$ cat src/rtl/rst_seq_gen.sv
// Reset sequencer: synchronises rst_n, holds, releases NCH resets staggered, then runs a clock-enable divider.
// Optional `RST_SEQ_STATUS_EN adds an 8-bit saturating count of completed software resets (sw_rst_cnt).
module rst_seq_gen #(
  parameter int NCH         = 4,
  parameter int HOLD_CYCLES = 8,
  parameter int STAGGER     = 2,
  parameter int DIV_W       = 8
) (
  input  logic             clk,
  input  logic             rst_n,
  input  logic             sw_rst_req,
  input  logic [DIV_W-1:0] div_val,
  output logic [NCH-1:0]   rst_n_out,
  output logic             ready,
  output logic             sw_rst_ack,
  output logic             ce,
`ifdef RST_SEQ_STATUS_EN
  output logic [7:0]       sw_rst_cnt,
`endif
  output logic [1:0]       o_dbg_state
);

  localparam int CNT_MAX = (HOLD_CYCLES > STAGGER) ? HOLD_CYCLES : STAGGER;
  localparam int CNT_W   = (CNT_MAX > 1) ? $clog2(CNT_MAX) : 1;
  localparam int IDX_W   = (NCH > 1) ? $clog2(NCH) : 1;

  localparam logic [CNT_W-1:0] HOLD_LAST = CNT_W'(HOLD_CYCLES - 1);
  localparam logic [CNT_W-1:0] STAG_LAST = CNT_W'(STAGGER - 1);
  localparam logic [IDX_W-1:0] IDX_LAST  = IDX_W'(NCH - 1);
  localparam logic [NCH-1:0]   CH_ONE    = NCH'(1);

  typedef enum logic [1:0] {
    S_IDLE    = 2'd0,
    S_HOLD    = 2'd1,
    S_RELEASE = 2'd2,
    S_RUN     = 2'd3
  } state_t;

  state_t            r_state;
  logic [1:0]        r_sync;
  logic [CNT_W-1:0]  r_cnt;
  logic [IDX_W-1:0]  r_idx;
  logic [NCH-1:0]    r_rst_n_out;
  logic              r_ready;
  logic              r_ack;
  logic              r_ce;
  logic              r_sw_seq;
  logic [DIV_W-1:0]  r_div_lat;
  logic [DIV_W-1:0]  r_div_cnt;
  logic              w_run_entry;

  assign w_run_entry = (r_state == S_RELEASE) && (r_idx == IDX_LAST);

  always_ff @(posedge clk or negedge rst_n) begin
    if (!rst_n) begin
      r_sync <= 2'b00;
    end else begin
      r_sync <= {r_sync[0], 1'b1};
    end
  end

  // Handshake: sw_rst_req is a level sampled only while in RUN; sw_rst_ack is a
  // one-cycle pulse on the RUN-entry edge of a software-initiated sequence.
  always_ff @(posedge clk or negedge rst_n) begin
    if (!rst_n) begin
      r_state     <= S_IDLE;
      r_cnt       <= '0;
      r_idx       <= '0;
      r_rst_n_out <= '0;
      r_ready     <= 1'b0;
      r_ack       <= 1'b0;
      r_ce        <= 1'b0;
      r_sw_seq    <= 1'b0;
      r_div_lat   <= '0;
      r_div_cnt   <= '0;
    end else begin
      r_ack <= 1'b0;
      case (r_state)
        S_IDLE: begin
          // The edge leaving IDLE already counts as the first hold cycle.
          if (r_sync[1]) begin
            if (HOLD_CYCLES == 1) begin
              r_state     <= S_RELEASE;
              r_rst_n_out <= CH_ONE;
              r_cnt       <= '0;
              r_idx       <= '0;
            end else begin
              r_state <= S_HOLD;
              r_cnt   <= CNT_W'(1);
            end
          end
        end
        S_HOLD: begin
          if (r_cnt == HOLD_LAST) begin
            r_state     <= S_RELEASE;
            r_rst_n_out <= CH_ONE;
            r_cnt       <= '0;
            r_idx       <= '0;
          end else begin
            r_cnt <= r_cnt + 1'b1;
          end
        end
        S_RELEASE: begin
          if (w_run_entry) begin
            r_state   <= S_RUN;
            r_ready   <= 1'b1;
            r_ack     <= r_sw_seq;
            r_sw_seq  <= 1'b0;
            r_div_lat <= div_val;
            r_div_cnt <= '0;
            r_ce      <= 1'b0;
            r_cnt     <= '0;
          end else if (r_cnt == STAG_LAST) begin
            r_cnt       <= '0;
            r_idx       <= r_idx + 1'b1;
            r_rst_n_out <= (r_rst_n_out << 1) | CH_ONE;
          end else begin
            r_cnt <= r_cnt + 1'b1;
          end
        end
        S_RUN: begin
          if (sw_rst_req) begin
            r_state     <= S_HOLD;
            r_rst_n_out <= '0;
            r_ready     <= 1'b0;
            r_ce        <= 1'b0;
            r_cnt       <= '0;
            r_idx       <= '0;
            r_div_lat   <= '0;
            r_div_cnt   <= '0;
            r_sw_seq    <= 1'b1;
          end else if (r_div_cnt == r_div_lat) begin
            // Period boundary: new divider value only takes effect here.
            r_ce      <= 1'b1;
            r_div_cnt <= '0;
            r_div_lat <= div_val;
          end else begin
            r_ce      <= 1'b0;
            r_div_cnt <= r_div_cnt + 1'b1;
          end
        end
        default: begin
          r_state <= S_IDLE;
        end
      endcase
    end
  end

`ifdef RST_SEQ_STATUS_EN
  logic [7:0] r_sw_rst_cnt;

  always_ff @(posedge clk or negedge rst_n) begin
    if (!rst_n) begin
      r_sw_rst_cnt <= 8'd0;
    end else if (w_run_entry && r_sw_seq && (r_sw_rst_cnt != 8'hFF)) begin
      r_sw_rst_cnt <= r_sw_rst_cnt + 8'd1;
    end
  end

  assign sw_rst_cnt = r_sw_rst_cnt;
`endif

  assign rst_n_out   = r_rst_n_out;
  assign ready       = r_ready;
  assign sw_rst_ack  = r_ack;
  assign ce          = r_ce;
  assign o_dbg_state = r_state;

endmodule

$ cat config.mk
export PLATFORM = sky130hd
export DESIGN_NAME = rst_seq_gen
export DESIGN_NICKNAME = d
export VERILOG_FILES = /design/src/rtl/rst_seq_gen.sv
export SDC_FILE = /design/constraint.sdc
export NUM_CORES = 1
export LEC_CHECK = 0
export ABC_AREA = 1
export BUFFER_PORTS_ARGS = -buffer_cell sky130_fd_sc_hd__buf_2
export CAP_MARGIN = 10
export CORE_UTILIZATION = 58
export DETAILED_ROUTE_END_ITERATION = 8
export GPL_TIMING_DRIVEN = 1
export PLACE_DENSITY = 0.84
export SLEW_MARGIN = 25
export SYNTH_ARGS = -nofsm -noshare
export SYNTH_HDL_FRONTEND = slang
export SYNTH_SLANG_ARGS = --single-unit
$ cat constraint.sdc
create_clock -name clk -period 2.1 [get_ports clk]
set_input_delay 0.42 -clock clk [delete_from_list [all_inputs] [get_ports clk]]
set_output_delay 0.42 -clock clk [all_outputs]
set_load 0.02 [all_outputs]
# Word-level counts from Yosys, hierarchy flattened
# Cells that the tools add are included.
word_totals:
  ff_bits: 33
  rom_bits: 0
  output_inout_bits: 9
  latch_bits: 0
  ram_bits: 0
  elab_cells: 78
  n_memories: 0
classes:
  n_addsub: 3
  n_div: 0
  eq_ne: 14
  n_lt_le_gt_ge: 0
  mul: 0
  reduce_logical: 10
  muxes: 40
  bitwise: 0
  n_shift: 0
op_table:
  columns: ["operator", "n"]
  rows:
  - ["$mux 8", 6]
  - ["$pmux 8 s2", 2]
  - ["$mux 2", 8]
  - ["$mux 4", 4]
  - ["$mux 3", 5]
  - ["$pmux 3 s4", 1]
  - ["$pmux 4 s3", 1]
  - ["$ne 2x2->1 const B", 5]
  - ["$add 8x1->8 const B", 1]
  - ["$eq 8x8->1", 1]
  - ["$mux 1", 8]
  - ["$pmux 2 s4", 1]
  - ["$eq 2x2->1 const B", 3]
  - ["$pmux 1 s2", 3]
  - ["$pmux 2 s3", 1]
  - ["$reduce_and 3->1", 2]
  - ["$reduce_and 5->1", 1]
  - ["$reduce_and 2->1", 2]
  - ["$reduce_and 4->1", 1]
  - ["$add 3x1->3 const B", 1]
  - ["$eq 3x1->1 const B", 1]
  - ["$eq 3x3->1 const B", 1]
  - ["$ne 3x3->1 const B", 1]
  - ["$reduce_bool 3->1", 1]
  - ["other kinds (6)", 6]

# Longest topological paths before layout
logic_depth:
  word_depth: 4
  ltp_mapped: 10

# Least setup slack after synthesis
# Ideal clock, no wire load.
synth_timing:
  path_kind: "register to register"
  startpoint: "register r_state[0] (netlist: o_dbg_state[0])"
  endpoint: "register r_ready (netlist: ready)"
  path_buffers: 1
  setup_time_ns: 0.128
  path_stages_with_launch: 8
  required_time_ns: 1.972
  t_arrival_ns: 1.723
  setup_slack_ns: 0.250
  path_cell_list: "dfrtp_1 > inv_1 > ha_1 > buf_6 > o21ai_4 > inv_2 > nor2_1 > mux2_1"
synth_between:
  elab_chain_len: 4
  elab_cells_between_ends: 8
synth_lines:
  columns: ["element", "line", "source"]
  rows:
  - ["start, declared", "39", "state_t r_state;"]
  - ["start signal, assigned", "66", "r_state <= S_IDLE;"]
  - ["start signal, assigned", "83", "r_state <= S_RELEASE;"]
  - ["start signal, assigned", "88", "r_state <= S_HOLD;"]
  - ["$eq 2x2->1", "52, 78", null]
  - ["$logic_and 1x1->1", "52", "assign w_run_entry = (r_state == S_RELEASE) && (r_idx == IDX_LAST);"]
  - ["$ne 2x2->1 (no source line)", null, null]
  - ["$reduce_and 3->1 (no source line)", null, null]
  - ["end signal, assigned", "70", "r_ready <= 1'b0;"]
  - ["end signal, assigned", "106", "r_ready <= 1'b1;"]
  - ["end signal, assigned", "125", "r_ready <= 1'b0;"]
  - ["end, declared", "44", "logic r_ready;"]
# Several ways; a longest one is shown, not always the timed one.
# A chain may end at the register's enable or synchronous reset.

# Worst setup path in the final report
# Same ends and word-level chain as after synthesis.

==> metrics.yaml <==
status: "completed"
overflow: 0
fin_crit_sh_pct: 87.3
synth_cell_types: 34
start_kind: "flip-flop"
cp.arrival_ns: 2.08
combPwrFrac_pct: 49.7
place_ws_ns: 0.272
crit_required_ns: 2.34
initial_core_util_pct: 62.1
power.density_mw_per_mm2: 1240
synth_top_cells_by_area: "dfrtp_1 (43%), nand2_1 (14%), ha_1 (7.9%), inv_1 (3.9%), o21ai_1 (2.6%)"
slew-limit-headroom_pct: 51.8
grt_pass1_vias: 1328
postCtsHoldBufs: 0
crit_type: "flip-flop to flip-flop"
synthesis.nets: 239
yosysTopAreaCellShare_pct: 43.2
grt_pass1_wl_microns: 5710
gp_congestion: 0.798
p_leak_nw: 1.06
total_power_mw: 2.57
portBuffers: 19
cpPeakStageDelay_ns: 0.39
area_delta_synth_final_pct: 8.71
min_path_type: "input port to async pin"
post-cts-setup-buffers: 0
critPathLaunch: "o_dbg_state[0]"
nets: 263
power_frac_seq_pct: 36.5
synth_largest_area_cell: "dfrtp_1"
grt_setup_unrepaired: "no"
internal-power_mw: 1.39
cp-end-kind: "flip-flop"
rr_startpoint: "o_dbg_state[0]"
cts_resized: 0
fmax_ghz: 0.545
dpl.hpwl_microns: 2330
wl_per_cell_microns: 11.2
setup_tns_ns: 0
drc_errors: 0
ir_worst_vdd_mv: 0.795
layout-drive-gt1-share_pct: 24.5
cts_made_buffers: 5
yosysWarningCount: 0
cts_root_buffer: "clkbuf_4"
drtIter0Drc: 63
switching_share_pct: 46.0
numPlacedInstances: 277
worstSkewPairLatency_ns: 0.35
slew_viol_final: 0
setup_viol: 0
diodes: 0
fp.dieArea_sq_mm: 0.00353
skew_ns: 0.0130
cp_num_buf_inv: 2
path_delay_family: "flip-flops"
path_max_fanout: 12
synth-seq-area-share_pct: 43.2
antenna_found_initial: 0
fp.dieH_microns: 59.4
clockBufferDepth: 2
cts.reportedPaths.clkPinSlew_ns: 0.11
post-route-min-period_ns: 1.83
cts_sinks: 33
mappedNetlistArea_sq_mm: 0.00191
crit_chain: "inv_1 -> ha_1 -> nand2_2 -> o21ai_4 -> inv_2 -> nor2_1 -> mux2_1"
synth_area_per_cell_sq_um: 8.85
maxCapViolations: 0
vias_per_cell: 4.94
clkPwrFrac_pct: 13.8
core_sq_mm: 0.00308
finalHoldViolations: 0
p_switching_mw: 1.18
worst_slew_pin_slew_ns: 0.723
rows: 20
synthCells: 216
vias: 1407
ys_ff_latch: 33
routed_wl_microns: 3200
grt_max_degree: 34
setup_ws_ns: 0.267
final_cell_count_no_fill: 285
die_x_microns: 59.4
ios: 20
drtPass1Iterations: 4
final_util_pct: 67.5
grt_use_total_pct: 22.2
ant_nets: 0
cts_tree: "done"
crit_slowest_cell: "dfrtp_1"
h-tree-depth: 2
==> state kept, by name, indices dropped and copies added (netlist names) <==
register and flops:
r_div_cnt 8, r_div_lat 8, ready 1, sw_rst_ack 1, rst_n_out 4, o_dbg_state 2, r_sync 2, r_idx 2
r_cnt 3, ce 1, r_sw_seq 1
==> cells by family after synthesis <==
logic type	after synthesis	synth area share, %
xor gates and xnor gates	7	3.21
muxes	1	0.589
and+or+nand+nor	106	27.6
buffers and inverters	32	8.51
AOI/OAI and AO/OA	24	8.78
adders and majority gates	12	7.86
DFF	33	43.2
other	1	0.196
==> metal layers <==
| metal | GRT usage [%] | routed length, microns | vias to the layer above |
|---|---|---|---|
| met4 | 11.6 | 72 | 0 |
| li1 | - | - | 729 |
| met1 | 29.7 | 1570 | 649 |
| met5 | 0 | 0 | - |
| met3 | 4.59 | 126 | 8 |
| met2 | 34.0 | 1440 | 21 |
==> cell usage after synthesis, drive strengths merged <==
cell / instances
xnor2: 3
mux2: 1
o21ai: 16
a22oi: 2
a21oi: 5
nand3b: 9
or2: 1
dfrtp: 33
xor2: 4
conb: 1
nor3: 1
o22ai: 1
nand4: 6
nand2: 75
nor2: 13
ha: 12
buf: 5
clkinv: 1
nand3: 1
inv: 26
==> metrics by stage <==
stage | hold slack, ns | cell area [sq um]
after floorplan | 0.124 | 1910
after global placement | 0.333 | 2020
after detailed placement | 0.340 | 2020
after CTS | 0.132 | 2080
after global routing | 0.169 | 2080
final | 0.115 | 2080
==> power by group through the flow <==
stage	logic (mW)	clock network (mW)	registers, mW
after CTS	1.29	0.361	0.941
after global routing	1.46	0.390	0.966
final	1.28	0.356	0.940
after detailed placement	1.28	0	0.954
after global placement	1.24	0	0.947
after floorplan	1.01	0	1.00
==> area by class of cell <==
class,count,area [sq um]
fillers,268,1000
multi-input cells,151,922
flip-flops and latches,33,826
repair buffers,22,118
inverters,27,101
well taps,44,55.1
clock buffers,5,37.5
clock inverters,3,17.5
==> worst register-to-register path, cell delays in order, from the launching register on <==
cell	delay, ns
dfrtp_1	0.39
inv_1	0.10
ha_1	0.38
nand2_2	0.13
o21ai_4	0.16
inv_2	0.06
nor2_1	0.18
mux2_1	0.34
==> path summary, 6_finish.rpt <==
check | to | slack [ns] | cells past startpoint
worst max-delay path | ready | 0.27 | 7
worst min-delay path | r_div_lat[6] | 0.11 | 1
worst max register to register | ready | 0.27 | 7
worst min register to register | r_sync[1] | 0.36 | 0
max in group asynchronous | r_div_lat[1] | 1.51 | 1
min in group clk | r_sync[1] | 0.36 | 0
==> layout by cell type (no fill, tap or decap), types with 3 or more instances in the layout <==
| cell type | synthesis | routed |
|---|---|---|
| inv_1 | 20 | 20 |
| buf_2 | 0 | 19 |
| a21oi_2 | 4 | 4 |
| inv_2 | 6 | 6 |
| o21ai_0 | 4 | 4 |
| ha_1 | 12 | 12 |
| xor2_1 | 4 | 4 |
| nand3b_2 | 4 | 4 |
| buf_4 | 1 | 3 |
| clkbuf_4 | 0 | 5 |
| nor2_1 | 9 | 9 |
| nand4_1 | 6 | 6 |
| dfrtp_1 | 33 | 33 |
| nand2_1 | 70 | 70 |
| xnor2_1 | 3 | 3 |
| nand3b_1 | 5 | 5 |
| o21ai_1 | 10 | 10 |
Power figures use the tool's default switching activity.
